==> src/rtl/tea_cipher_engine_pkg.sv <==
// ---------------------------------------------------------------------------
// tea_cipher_engine_pkg
//   Shared definitions for the TEA/XTEA engine: round constant, FSM state
//   encoding and small helpers for byte-swapping and key-word selection.
// ---------------------------------------------------------------------------
package tea_cipher_engine_pkg;

   localparam logic [31:0] DELTA = 32'h9E3779B9;

   typedef enum logic [1:0] {
      ST_IDLE = 2'd0,
      ST_RUN  = 2'd1,
      ST_DONE = 2'd2
   } state_e;

   function automatic logic [31:0] byteswap32(input logic [31:0] w);
      return {w[7:0], w[15:8], w[23:16], w[31:24]};
   endfunction

   // Swaps bytes inside each 32-bit half; the half order itself is kept.
   function automatic logic [63:0] byteswap32_64(input logic [63:0] d);
      return {byteswap32(d[63:32]), byteswap32(d[31:0])};
   endfunction

   // Key is packed with k0 in the top word: {k0, k1, k2, k3}.
   function automatic logic [31:0] key_word(input logic [127:0] key, input logic [1:0] idx);
      logic [31:0] w;
      unique case (idx)
         2'd0:    w = key[127:96];
         2'd1:    w = key[95:64];
         2'd2:    w = key[63:32];
         default: w = key[31:0];
      endcase
      return w;
   endfunction

endpackage

==> src/rtl/tea_cipher_engine_if.sv <==
// ---------------------------------------------------------------------------
// tea_cipher_engine_if
//   Bundles the block-in, block-out and key-write ports of the engine.
//   master: the host/stream side that offers blocks and keys.
//   slave : the engine.
//
//   Handshake rule (both data channels): a transfer happens on the rising
//   clock edge where valid and ready are both 1. The producer keeps valid
//   and its payload stable until that edge; ready may depend on the other
//   channel (in_ready rises in DONE when out_ready is high) but never on
//   in_valid. key_wr is a single-cycle write, honoured only while key_ready=1.
// ---------------------------------------------------------------------------
interface tea_cipher_engine_if;

   logic        in_valid;
   logic        in_ready;
   logic [63:0] in_data;     // [63:32]=v0, [31:0]=v1
   logic        in_decrypt;
   logic        in_xtea;

   logic        out_valid;
   logic        out_ready;
   logic [63:0] out_data;

   logic        key_wr;
   logic [1:0]  key_sel;
   logic [31:0] key_word;
   logic        key_ready;

   modport master (
      output in_valid, in_data, in_decrypt, in_xtea, out_ready,
             key_wr, key_sel, key_word,
      input  in_ready, out_valid, out_data, key_ready
   );

   modport slave (
      input  in_valid, in_data, in_decrypt, in_xtea, out_ready,
             key_wr, key_sel, key_word,
      output in_ready, out_valid, out_data, key_ready
   );

endinterface

==> src/rtl/tea_cipher_engine_cycle.sv <==
// ---------------------------------------------------------------------------
// tea_cipher_engine_cycle
//   Purely combinational TEA/XTEA cycle (two Feistel half-rounds).
//   Ports:
//     v        in  64  current block {v0, v1}
//     sum      in  32  current round sum
//     key      in  128 {k0, k1, k2, k3}
//     decrypt  in  1   0=encrypt, 1=decrypt
//     xtea     in  1   0=TEA, 1=XTEA
//     v_next   out 64  block after this cycle
//     sum_next out 32  sum after this cycle
// ---------------------------------------------------------------------------
module tea_cipher_engine_cycle
   import tea_cipher_engine_pkg::*;
(
   input  logic [63:0]  v,
   input  logic [31:0]  sum,
   input  logic [127:0] key,
   input  logic         decrypt,
   input  logic         xtea,
   output logic [63:0]  v_next,
   output logic [31:0]  sum_next
);

   function automatic logic [31:0] tea_f(input logic [31:0] x, input logic [31:0] a,
                                         input logic [31:0] b, input logic [31:0] s);
      return ((x << 4) + a) ^ (x + s) ^ ((x >> 5) + b);
   endfunction

   function automatic logic [31:0] xtea_g(input logic [31:0] x);
      return ((x << 4) ^ (x >> 5)) + x;
   endfunction

   logic [31:0] v0, v1, v0_n, v1_n, s_mid;
   logic [31:0] k0, k1, k2, k3;

   assign v0 = v[63:32];
   assign v1 = v[31:0];
   assign k0 = key[127:96];
   assign k1 = key[95:64];
   assign k2 = key[63:32];
   assign k3 = key[31:0];

   always_comb begin
      v0_n     = v0;
      v1_n     = v1;
      s_mid    = sum;
      sum_next = sum;
      if (!xtea) begin
         if (!decrypt) begin
            v0_n     = v0 + tea_f(v1, k0, k1, sum);
            v1_n     = v1 + tea_f(v0_n, k2, k3, sum);
            sum_next = sum + DELTA;
         end else begin
            v1_n     = v1 - tea_f(v0, k2, k3, sum);
            v0_n     = v0 - tea_f(v1_n, k0, k1, sum);
            sum_next = sum - DELTA;
         end
      end else begin
         // XTEA updates sum between the halves; the second half uses the
         // updated sum for both its key index and its additive term.
         if (!decrypt) begin
            v0_n     = v0 + (xtea_g(v1) ^ (sum + key_word(key, sum[1:0])));
            s_mid    = sum + DELTA;
            v1_n     = v1 + (xtea_g(v0_n) ^ (s_mid + key_word(key, s_mid[12:11])));
            sum_next = s_mid;
         end else begin
            v1_n     = v1 - (xtea_g(v0) ^ (sum + key_word(key, sum[12:11])));
            s_mid    = sum - DELTA;
            v0_n     = v0 - (xtea_g(v1_n) ^ (s_mid + key_word(key, s_mid[1:0])));
            sum_next = s_mid;
         end
      end
      v_next = {v0_n, v1_n};
   end

endmodule

==> src/rtl/tea_cipher_engine.sv <==
// ---------------------------------------------------------------------------
// tea_cipher_engine
//   TEA/XTEA block-cipher engine, 64-bit block, 128-bit key, algorithm and
//   direction chosen per block. UNROLL cipher cycles are chained per clock,
//   so a block takes ROUNDS/UNROLL clocks from accept to out_valid.
//   ROUNDS must be a multiple of UNROLL; UNROLL is 1, 2, 4 or 8.
//   Ports:
//     clk        in   clock
//     reset      in   synchronous, active-high reset
//     bus        slave modport of tea_cipher_engine_if (blocks in/out, key)
//     dbg_state  out  current FSM state
// ---------------------------------------------------------------------------
module tea_cipher_engine
   import tea_cipher_engine_pkg::*;
#(
   parameter int ROUNDS    = 32,
   parameter int UNROLL    = 1,
   parameter int SWAPBYTES = 1
) (
   input  logic                 clk,
   input  logic                 reset,
   tea_cipher_engine_if.slave   bus,
   output state_e               dbg_state
);

   localparam int          STEPS    = ROUNDS / UNROLL;
   localparam int          CW       = (STEPS > 1) ? $clog2(STEPS) : 1;
   localparam logic [CW-1:0] CNT_LAST = CW'(STEPS - 1);
   localparam logic [31:0] SUM_DEC  = DELTA * 32'(ROUNDS);

   // TEA encrypt pre-loads DELTA because its cycle adds DELTA after use.
   function automatic logic [31:0] init_sum(input logic dec, input logic xt);
      logic [31:0] s;
      if (dec)     s = SUM_DEC;
      else if (xt) s = 32'h0;
      else         s = DELTA;
      return s;
   endfunction

   state_e          state_q, state_d;
   logic [127:0]    key_q, key_d;         // programmed key
   logic [127:0]    blk_key_q, blk_key_d; // key snapshot for the block in flight
   logic [63:0]     v_q, v_d;
   logic [31:0]     sum_q, sum_d;
   logic [CW-1:0]   cnt_q, cnt_d;
   logic            dec_q, dec_d;
   logic            xtea_q, xtea_d;
   logic            out_valid_q, out_valid_d;
   logic [63:0]     out_data_q, out_data_d;

   logic            in_ready;
   logic            accept;
   logic [63:0]     in_v;
   logic [31:0]     key_w;

   logic [63:0]     v_chain   [UNROLL+1];
   logic [31:0]     sum_chain [UNROLL+1];

   assign in_ready = (state_q == ST_IDLE) || ((state_q == ST_DONE) && bus.out_ready);
   assign accept   = bus.in_valid && in_ready;
   assign in_v     = (SWAPBYTES != 0) ? byteswap32_64(bus.in_data) : bus.in_data;
   assign key_w    = (SWAPBYTES != 0) ? byteswap32(bus.key_word) : bus.key_word;

   assign v_chain[0]   = v_q;
   assign sum_chain[0] = sum_q;

   for (genvar i = 0; i < UNROLL; i++) begin : g_cycle
      tea_cipher_engine_cycle u_cycle (
         .v        (v_chain[i]),
         .sum      (sum_chain[i]),
         .key      (blk_key_q),
         .decrypt  (dec_q),
         .xtea     (xtea_q),
         .v_next   (v_chain[i+1]),
         .sum_next (sum_chain[i+1])
      );
   end

   always_comb begin
      state_d     = state_q;
      key_d       = key_q;
      blk_key_d   = blk_key_q;
      v_d         = v_q;
      sum_d       = sum_q;
      cnt_d       = cnt_q;
      dec_d       = dec_q;
      xtea_d      = xtea_q;
      out_valid_d = out_valid_q;
      out_data_d  = out_data_q;

      if (bus.key_wr && (state_q != ST_RUN)) begin
         unique case (bus.key_sel)
            2'd0:    key_d[127:96] = key_w;
            2'd1:    key_d[95:64]  = key_w;
            2'd2:    key_d[63:32]  = key_w;
            default: key_d[31:0]   = key_w;
         endcase
      end

      unique case (state_q)
         ST_RUN: begin
            v_d   = v_chain[UNROLL];
            sum_d = sum_chain[UNROLL];
            cnt_d = cnt_q + CW'(1);
            if (cnt_q == CNT_LAST) begin
               state_d     = ST_DONE;
               out_valid_d = 1'b1;
               out_data_d  = (SWAPBYTES != 0) ? byteswap32_64(v_chain[UNROLL])
                                              : v_chain[UNROLL];
            end
         end
         ST_DONE: begin
            if (bus.out_ready) begin
               out_valid_d = 1'b0;
               state_d     = ST_IDLE;
            end
         end
         default: ;
      endcase

      // Accept wins over the DONE->IDLE exit. blk_key takes key_q (the
      // pre-write value), so a key write in the accept cycle only affects
      // later blocks.
      if (accept) begin
         state_d   = ST_RUN;
         v_d       = in_v;
         sum_d     = init_sum(bus.in_decrypt, bus.in_xtea);
         cnt_d     = '0;
         dec_d     = bus.in_decrypt;
         xtea_d    = bus.in_xtea;
         blk_key_d = key_q;
      end
   end

   always_ff @(posedge clk) begin
      if (reset) begin
         state_q     <= ST_IDLE;
         key_q       <= '0;
         blk_key_q   <= '0;
         v_q         <= '0;
         sum_q       <= '0;
         cnt_q       <= '0;
         dec_q       <= 1'b0;
         xtea_q      <= 1'b0;
         out_valid_q <= 1'b0;
         out_data_q  <= '0;
      end else begin
         state_q     <= state_d;
         key_q       <= key_d;
         blk_key_q   <= blk_key_d;
         v_q         <= v_d;
         sum_q       <= sum_d;
         cnt_q       <= cnt_d;
         dec_q       <= dec_d;
         xtea_q      <= xtea_d;
         out_valid_q <= out_valid_d;
         out_data_q  <= out_data_d;
      end
   end

   assign bus.in_ready  = in_ready;
   assign bus.out_valid = out_valid_q;
   assign bus.out_data  = out_data_q;
   assign bus.key_ready = (state_q != ST_RUN);
   assign dbg_state     = state_q;

endmodule
==> src/flat_wrapper.sv <==
// flat-port wrapper written by rule: the top's interface ports become plain ports
module tea_cipher_engine_flat import tea_cipher_engine_pkg::*;
#(
   parameter int ROUNDS    = 32,
   parameter int UNROLL    = 1,
   parameter int SWAPBYTES = 1
)
  (clk, reset, dbg_state, bus_in_valid, bus_in_data, bus_in_decrypt, bus_in_xtea, bus_out_ready, bus_key_wr, bus_key_sel, bus_key_word, bus_in_ready, bus_out_valid, bus_out_data, bus_key_ready);
  tea_cipher_engine_if bus_i ();
  input  logic clk;
  input  logic reset;
  output state_e dbg_state;
  input wire logic [$bits(bus_i.in_valid)-1:0] bus_in_valid;
  input wire logic [$bits(bus_i.in_data)-1:0] bus_in_data;
  input wire logic [$bits(bus_i.in_decrypt)-1:0] bus_in_decrypt;
  input wire logic [$bits(bus_i.in_xtea)-1:0] bus_in_xtea;
  input wire logic [$bits(bus_i.out_ready)-1:0] bus_out_ready;
  input wire logic [$bits(bus_i.key_wr)-1:0] bus_key_wr;
  input wire logic [$bits(bus_i.key_sel)-1:0] bus_key_sel;
  input wire logic [$bits(bus_i.key_word)-1:0] bus_key_word;
  output wire logic [$bits(bus_i.in_ready)-1:0] bus_in_ready;
  output wire logic [$bits(bus_i.out_valid)-1:0] bus_out_valid;
  output wire logic [$bits(bus_i.out_data)-1:0] bus_out_data;
  output wire logic [$bits(bus_i.key_ready)-1:0] bus_key_ready;
  assign bus_i.in_valid = bus_in_valid;
  assign bus_i.in_data = bus_in_data;
  assign bus_i.in_decrypt = bus_in_decrypt;
  assign bus_i.in_xtea = bus_in_xtea;
  assign bus_i.out_ready = bus_out_ready;
  assign bus_i.key_wr = bus_key_wr;
  assign bus_i.key_sel = bus_key_sel;
  assign bus_i.key_word = bus_key_word;
  assign bus_in_ready = bus_i.in_ready;
  assign bus_out_valid = bus_i.out_valid;
  assign bus_out_data = bus_i.out_data;
  assign bus_key_ready = bus_i.key_ready;
  tea_cipher_engine #(.ROUNDS(ROUNDS), .UNROLL(UNROLL), .SWAPBYTES(SWAPBYTES)) u_core (.clk(clk), .reset(reset), .bus(bus_i), .dbg_state(dbg_state));
endmodule
==> config.mk <==
export PLATFORM = sky130hd
export DESIGN_NAME = tea_cipher_engine_flat
export DESIGN_NICKNAME = d
export VERILOG_FILES = /design/src/rtl/tea_cipher_engine_pkg.sv /design/src/rtl/tea_cipher_engine_if.sv /design/src/rtl/tea_cipher_engine_cycle.sv /design/src/rtl/tea_cipher_engine.sv /design/src/flat_wrapper.sv
export SDC_FILE = /design/constraint.sdc
export NUM_CORES = 2
export LEC_CHECK = 0
export BUFFER_PORTS_ARGS = -buffer_cell sky130_fd_sc_hd__buf_2
export CAP_MARGIN = 20
export CORE_MARGIN = 4
export CORE_UTILIZATION = 40
export CTS_BUF_LIST = sky130_fd_sc_hd__clkbuf_2 sky130_fd_sc_hd__clkbuf_4 sky130_fd_sc_hd__clkbuf_8
export CTS_CLUSTER_DIAMETER = 120
export DETAILED_ROUTE_END_ITERATION = 10
export GPL_TIMING_DRIVEN = 0
export HOLD_SLACK_MARGIN = 0.03
export SLEW_MARGIN = 10
export SYNTH_ARGS = -nofsm -noshare
export SYNTH_HDL_FRONTEND = slang
export SYNTH_SLANG_ARGS = --single-unit
==> constraint.sdc <==
create_clock -name clk -period 12.9 [get_ports clk]
set_input_delay 1.935 -clock clk [delete_from_list [all_inputs] [get_ports clk]]
set_output_delay 1.935 -clock clk [all_outputs]
set_load 0.01 [all_outputs]
# Word-level counts from Yosys, hierarchy flattened
# Cells that the tools add are included.
[totals]
ff_bits = 426
out_inout_bits = 69
inputBits = 105
[classes]
n_reduce_logical = 22
mux = 32
bitwise = 17
n_eq_ne = 18
n_addsub = 31
[ops]
columns = ["operator", "n"]
rows = [
  ["$add A32 B32 Y32", 20],
  ["$mux W32", 19],
  ["$pmux W32 S3", 4],
  ["$xor A32 B32 Y32", 12],
  ["$add A27 B32 Y32", 4],
  ["$mux W64", 2],
  ["$sub A32 B32 Y32", 4],
  ["$xor A32 B27 Y32", 4],
  ["$add A32 B32 Y32 const B", 1],
  ["$sub A32 B32 Y32 const B", 1],
  ["$eq A2 B1 Y1 const B", 6],
  ["$eq A2 B2 Y1 const B", 6],
  ["$logic_not A2 Y1", 6],
  ["$reduce_and A2 Y1", 5],
  ["$reduce_and A3 Y1", 2],
  ["$add A5 B1 Y5 const B", 1],
  ["$eq A5 B5 Y1 const B", 1],
  ["$mux W2", 2],
  ["$ne A2 B1 Y1 const B", 2],
  ["$pmux W2 S2", 1],
  ["$reduce_bool A2 Y1", 2],
  ["$logic_and A1 B1 Y1", 3],
  ["$mux W1", 3],
  ["$ne A3 B1 Y1 const B", 1],
  ["8 further kinds", 8],
]

# Depth between registers and ports, before layout
[logic_depth]
ltp_word = 15
ltp_mapped = 58

# By module
# Synthesis repeated with hierarchy kept, for this count alone.
[hier_totals]
hier_cells = 7922
hier_area_um2 = 63527.2
[by_module_without_submodules]
columns = ["module", "cells_per_inst", "seq_area_each_um2", "area_per_inst_um2", "instances"]
rows = [
  ["tea_cipher_engine_cycle", 6024, 0.0, 47242.8, 1],
  ["tea_cipher_engine", 1898, 8528.2, 16284.4, 1],
]

# Worst setup path after synthesis
# No wires, ideal clock.
[synth_timing]
kind = "register to register"
start = "register u_core.sum_q[1]"
end = "register u_core.v_q[31]"
setup_ns = 0.071
t_arrival_ns = 9.984
synth_period_minus_slack_ns = 10.054
stages_incl_launch_ff = 57
slack_ns = 2.846
t_required_ns = 12.829
cell_sequence = "dfxtp_1 -> inv_1 -> ha_1 -> clkbuf_1 -> clkbuf_1 -> a222oi_1 -> mux2i_1 -> fa_1 -> nand3_1 -> a21oi_1 -> o21a_1 -> o21ai_0 -> a21oi_1 -> o21a_1 -> o21ai_0 -> a21oi_1 -> o21ai_0 -> nand2b_1 -> [21 not listed] -> a21oi_1 -> o21ai_0 -> nor4b_1 -> nor3b_1 -> xnor2_1 -> ha_1 -> nand3_1 -> nor2_1 -> a21oi_1 -> o21ai_0 -> a31oi_1 -> xnor2_1 -> xnor2_1 -> xnor2_1 -> xnor2_1 -> nand2_1 -> a41o_1 -> a21oi_1"
[synth_via]
elab_chain_cells = 15
[synth_lines]
columns = ["element", "line", "source"]
rows = [
  ["start, declared", "tea_cipher_engine.sv:44", "logic [31:0] sum_q, sum_d;"],
  ["start signal, assigned", "tea_cipher_engine.sv:152", "sum_q <= sum_d;"],
  ["$eq A2 B2 Y1 (tied with other cells)", "tea_cipher_engine_pkg.sv:28", "unique case (idx)"],
  ["$pmux W32 S3", "tea_cipher_engine_pkg.sv:28", ""],
  ["$mux W32", "tea_cipher_engine_cycle.sv:62", "if (!decrypt) begin"],
  ["$mux W32", "tea_cipher_engine_cycle.sv:49", "if (!xtea) begin"],
  ["$add A32 B32 Y32", "tea_cipher_engine_cycle.sv:63", "v0_n = v0 + (xtea_g(v1) ^ (sum + key_word(key, sum[1:0])));"],
  ["$xor A32 B32 Y32", "tea_cipher_engine_cycle.sv:63", ""],
  ["$add A32 B32 Y32", "tea_cipher_engine_cycle.sv:63", ""],
  ["$xor A32 B27 Y32", "tea_cipher_engine_cycle.sv:31", "return ((x << 4) ^ (x >> 5)) + x;"],
  ["$add A32 B32 Y32", "tea_cipher_engine_cycle.sv:31", ""],
  ["$xor A32 B32 Y32", "tea_cipher_engine_cycle.sv:65", "v1_n = v1 + (xtea_g(v0_n) ^ (s_mid + key_word(key, s_mid[12:11])));"],
  ["$add A32 B32 Y32", "tea_cipher_engine_cycle.sv:65", ""],
  ["$mux W32", "tea_cipher_engine_cycle.sv:62", ""],
  ["$mux W32 *", "tea_cipher_engine_cycle.sv:49", ""],
  ["$mux W64 *", "tea_cipher_engine.sv:100", "unique case (state_q)"],
  ["$mux W64 *", "tea_cipher_engine.sv:124", "if (accept) begin"],
  ["end signal, assigned", "tea_cipher_engine.sv:151", "v_q <= v_d;"],
  ["end, declared", "tea_cipher_engine.sv:43", "logic [63:0] v_q, v_d;"],
]
# Every way passes the cells marked *; elsewhere a longest branch is shown, timed or not. The select of a mux whose other input is x is not followed.
# A chain may end at the register's enable or synchronous reset.

# Worst setup path after layout
[layout_timing]
start = "register u_core.sum_q[0]"
end = "register u_core.v_q[30]"
# Same word-level chain as after synthesis.

==> out/qor.yml <==
run_status:
  status: "finished with violations"
  violations: "DRC"
min_path:
  hp-class: "reg2reg"
synth:
  post-synth-top-count-cell: "xnor2_1"
  netlist_instances: 8194
  ys.flop_type: "dfxtp_1"
  synth-edff-count: 0
  syn_nets: 9190
  ys_seq_area_share_pct: 13.32
  ys_seq_elements: 426
  ys_async_sr_fraction_pct: 0
  synth_top_area_share_pct: 16.87
  synth_common_cells: "xnor2_1 (1027), nand2_1 (1021), a21oi_1 (973)"
  netlist_top_cells_area: "ha_1 (17%), xnor2_1 (14%), dfxtp_1 (13%)"
  yosys_warnings: 0
  synth.distinct_cells: 112
  synth_top_area_cell: "ha_1"
  synth_area_um2: 64010
  postSynthAreaPerCell_um2: 7.811
place:
  dp_cells: 10512
  hpwl_um: 282900
  gp_routability_congestion: 1.043
  port_buffers: 173
global_routing:
  grt_overflow: 0
  grt_pass1_vias: 64285
  grt_start_max_net_pins: 19
  grt_pass1_wl_um: 457600
  grtUsageTotal_pct: 38.16
  antenna_found_initial: 50
drt:
  ant_nets: 0
  drt-total-wl_um: 333600
  drt_iter0_drc: 7881
  dr_total_vias: 67465
  firstDrtPassIters: 11
  wire_per_inst_um: 31.23
  drc: 7
  via_per_inst: 6.314
clock_tree:
  tritoncts: "yes"
  numClockSinks: 426
  clkTransAtPathRegs_ns: 0.06
  ctsHtreeMaxLevel: 3
  postCtsHoldBufs: 0
  clk_latency_ns: 0.81
  clk_path_buf_depth: 3
  cts_made_buffers: 73
  cts_root_buf: "clkbuf_8"
setup_path:
  crit_path_top_delay_cell: "a222oi_1"
  cp.arrival_ns: 13.47
  critPathLaunchType: "register"
  critPathKind: "reg2reg"
  critical_path.max_stage_delay_ns: 0.67
  required_ns: 13.57
  critPathMaxFanout: 10
  crit_path_end_kind: "register"
  crit_top_cell: "a21oi_1"
finish:
  final_nets: 9535
  layoutNonFillerInstCount: 10685
  multi_input_area_um2: 53930
  drive_above_1_share_pct: 8.553
  register_area_um2: 8552
  fillers: 16350
  syn_to_final_growth_pct: 10.96
floorplanning:
  die_w_um: 408.0
  start_util_pct: 40.32
  top_level_ports: 174
  die_h_um: 408.0
  coreArea_um2: 158700
  dieArea_um2: 166500
  rows: 146
sta:
  setup_viol: 0
  finalCritPeriodShare_pct: 99.18
  clock_skew_ns: 0.07182
  max-slew-margin-rel_pct: 8.311
  slew_viol_final: 0
  worstMarginPinSlew_ns: 1.366
  clock.fmax_mhz: 78.16
  rsz0062_at_grt: "false"
  fin_crit_ns: 12.79
  final-hold-violation-count: 0
run:
  maxCapViolCount: 0
[flip-flops by register name (all words and copies together) (netlist names)]
register              flops
u_core.bus.out_data      64
u_core.dbg_state          2
u_core.key_q            128
u_core.sum_q             32
u_core.blk_key_q        128
u_core.dec_q              1
u_core.bus.out_valid      1
u_core.cnt_q              5
u_core.v_q               64
u_core.xtea_q             1
[cells in the final DEF, fill, tap and decap left out, types with 26 or more instances in the layout]
master / synthesis / routed
nand2_1: 1021 / 1021
xnor2_1: 1027 / 988
a21oi_1: 973 / 968
ha_1: 863 / 860
nor2_1: 457 / 456
dfxtp_1: 426 / 411
a21o_1: 398 / 398
o21ai_0: 342 / 330
xor2_1: 326 / 319
inv_1: 261 / 259
buf_2: 24 / 199
clkbuf_1: 207 / 191
a211oi_1: 125 / 124
mux2i_1: 113 / 113
nand3_1: 109 / 109
mux4_2: 109 / 109
nor3_1: 104 / 104
o21a_1: 99 / 99
o21bai_1: 95 / 95
nand2b_1: 95 / 95
clkbuf_8: 1 / 91
nor2b_1: 74 / 74
a31oi_1: 75 / 74
a222oi_1: 64 / 64
and3_1: 62 / 62
nand4_1: 58 / 58
o211ai_1: 47 / 47
o21ai_1: 35 / 45
buf_4: 3 / 43
buf_1: 39 / 40
or3_1: 39 / 39
and2_1: 37 / 37
xnor2_2: 0 / 36
buf_8: 0 / 34
a21boi_0: 30 / 30
clkbuf_4: 0 / 28
fa_1: 28 / 28
o31ai_1: 28 / 27
and4_1: 26 / 26
or2_2: 26 / 26
[area by class of cell]
| class | instances | share of cell area (%) |
|---|---|---|
| flip-flops and latches | 426 | 12.04 |
| inverters | 262 | 1.395 |
| diodes | 20 | 0.07047 |
| clock buffers | 115 | 2.008 |
| repair buffers | 273 | 3.042 |
| clock inverters | 14 | 0.3206 |
| plain buffers | 272 | 1.540 |
| well taps | 2072 | 3.650 |
| multi-input cells | 7231 | 75.93 |
[final timing paths]
kind / from / end / slack [ns] / cells after the start
worst min-delay path: u_core.key_q[42]$_SDFFE_PP0P_ / u_core.blk_key_q[42]$_SDFFE_PP0P_ / 0.42 / 2
worst max-delay path: u_core.sum_q[0]$_SDFFE_PP0P_ / u_core.v_q[30]$_SDFFE_PP0P_ / 0.11 / 49
worst max register to register: u_core.sum_q[0]$_SDFFE_PP0P_ / u_core.v_q[30]$_SDFFE_PP0P_ / 0.11 / 49
worst min register to register: u_core.key_q[42]$_SDFFE_PP0P_ / u_core.blk_key_q[42]$_SDFFE_PP0P_ / 0.42 / 2
[cell families (layout without fill, tap and decap cells)]
group,count (synthesis),after routing,synth area share (%)
simple gates,2177,2177,15.41
mux,226,226,5.673
xor+xnor,1361,1361,18.80
compound gates,2576,2576,25.82
flops,426,426,13.32
fa+ha+maj,891,891,17.75
buf+inv,537,936,3.231
other cells,0,20,0
[layer usage]
layer | routed length, um | track usage, % | up-vias
met3 | 36130 | 8.714 | 866
li1 | - | - | 30512
met4 | 19810 | 19.34 | 20
met1 | 132200 | 48.48 | 32411
met5 | 138 | 0 | -
met2 | 145300 | 60.52 | 3656
[per-stage QoR]
step	TNS [ns]	util [%]	instance area, um2	hold WS, ns	setup slack, ns
finish	0	44.74	71020	0.4234	0.1052
global route	0	44.71	70980	0.4501	0.01824
CTS	0	44.49	70630	0.4136	0.01331
detailed placement	-47.75	43.32	68760	0.4440	-2.389
global placement	-61.43	42.50	67460	0.4363	-2.972
floorplan	0	-	64010	0.4321	2.846
[worst max-delay path: cells and delay by family, from the launching register on]
| family | cells | cell delay (ns) |
|---|---|---|
| adders and majority gates | 6 | 2.18 |
| DFF | 1 | 0.44 |
| AOI/OAI and AO/OA | 26 | 6.68 |
| and+or+nand+nor | 8 | 1.13 |
| muxes | 1 | 0.19 |
| buffers and inverters | 2 | 0.46 |
| xor gates and xnor gates | 6 | 1.55 |
[timing repair]
| item | in CTS | in global routing |
|---|---|---|
| pin swaps | 4 | 5 |
| hold endpoints to repair | 0 | 0 |
| gates cloned | 0 | 0 |
| resized for setup | 42 | 26 |
| buffers inserted | 4 | 16 |
| setup endpoints to repair | 46 | 23 |
Power is not shown: default switching activity piles up to over one toggle a cycle in this logic, so the estimate is an artifact.
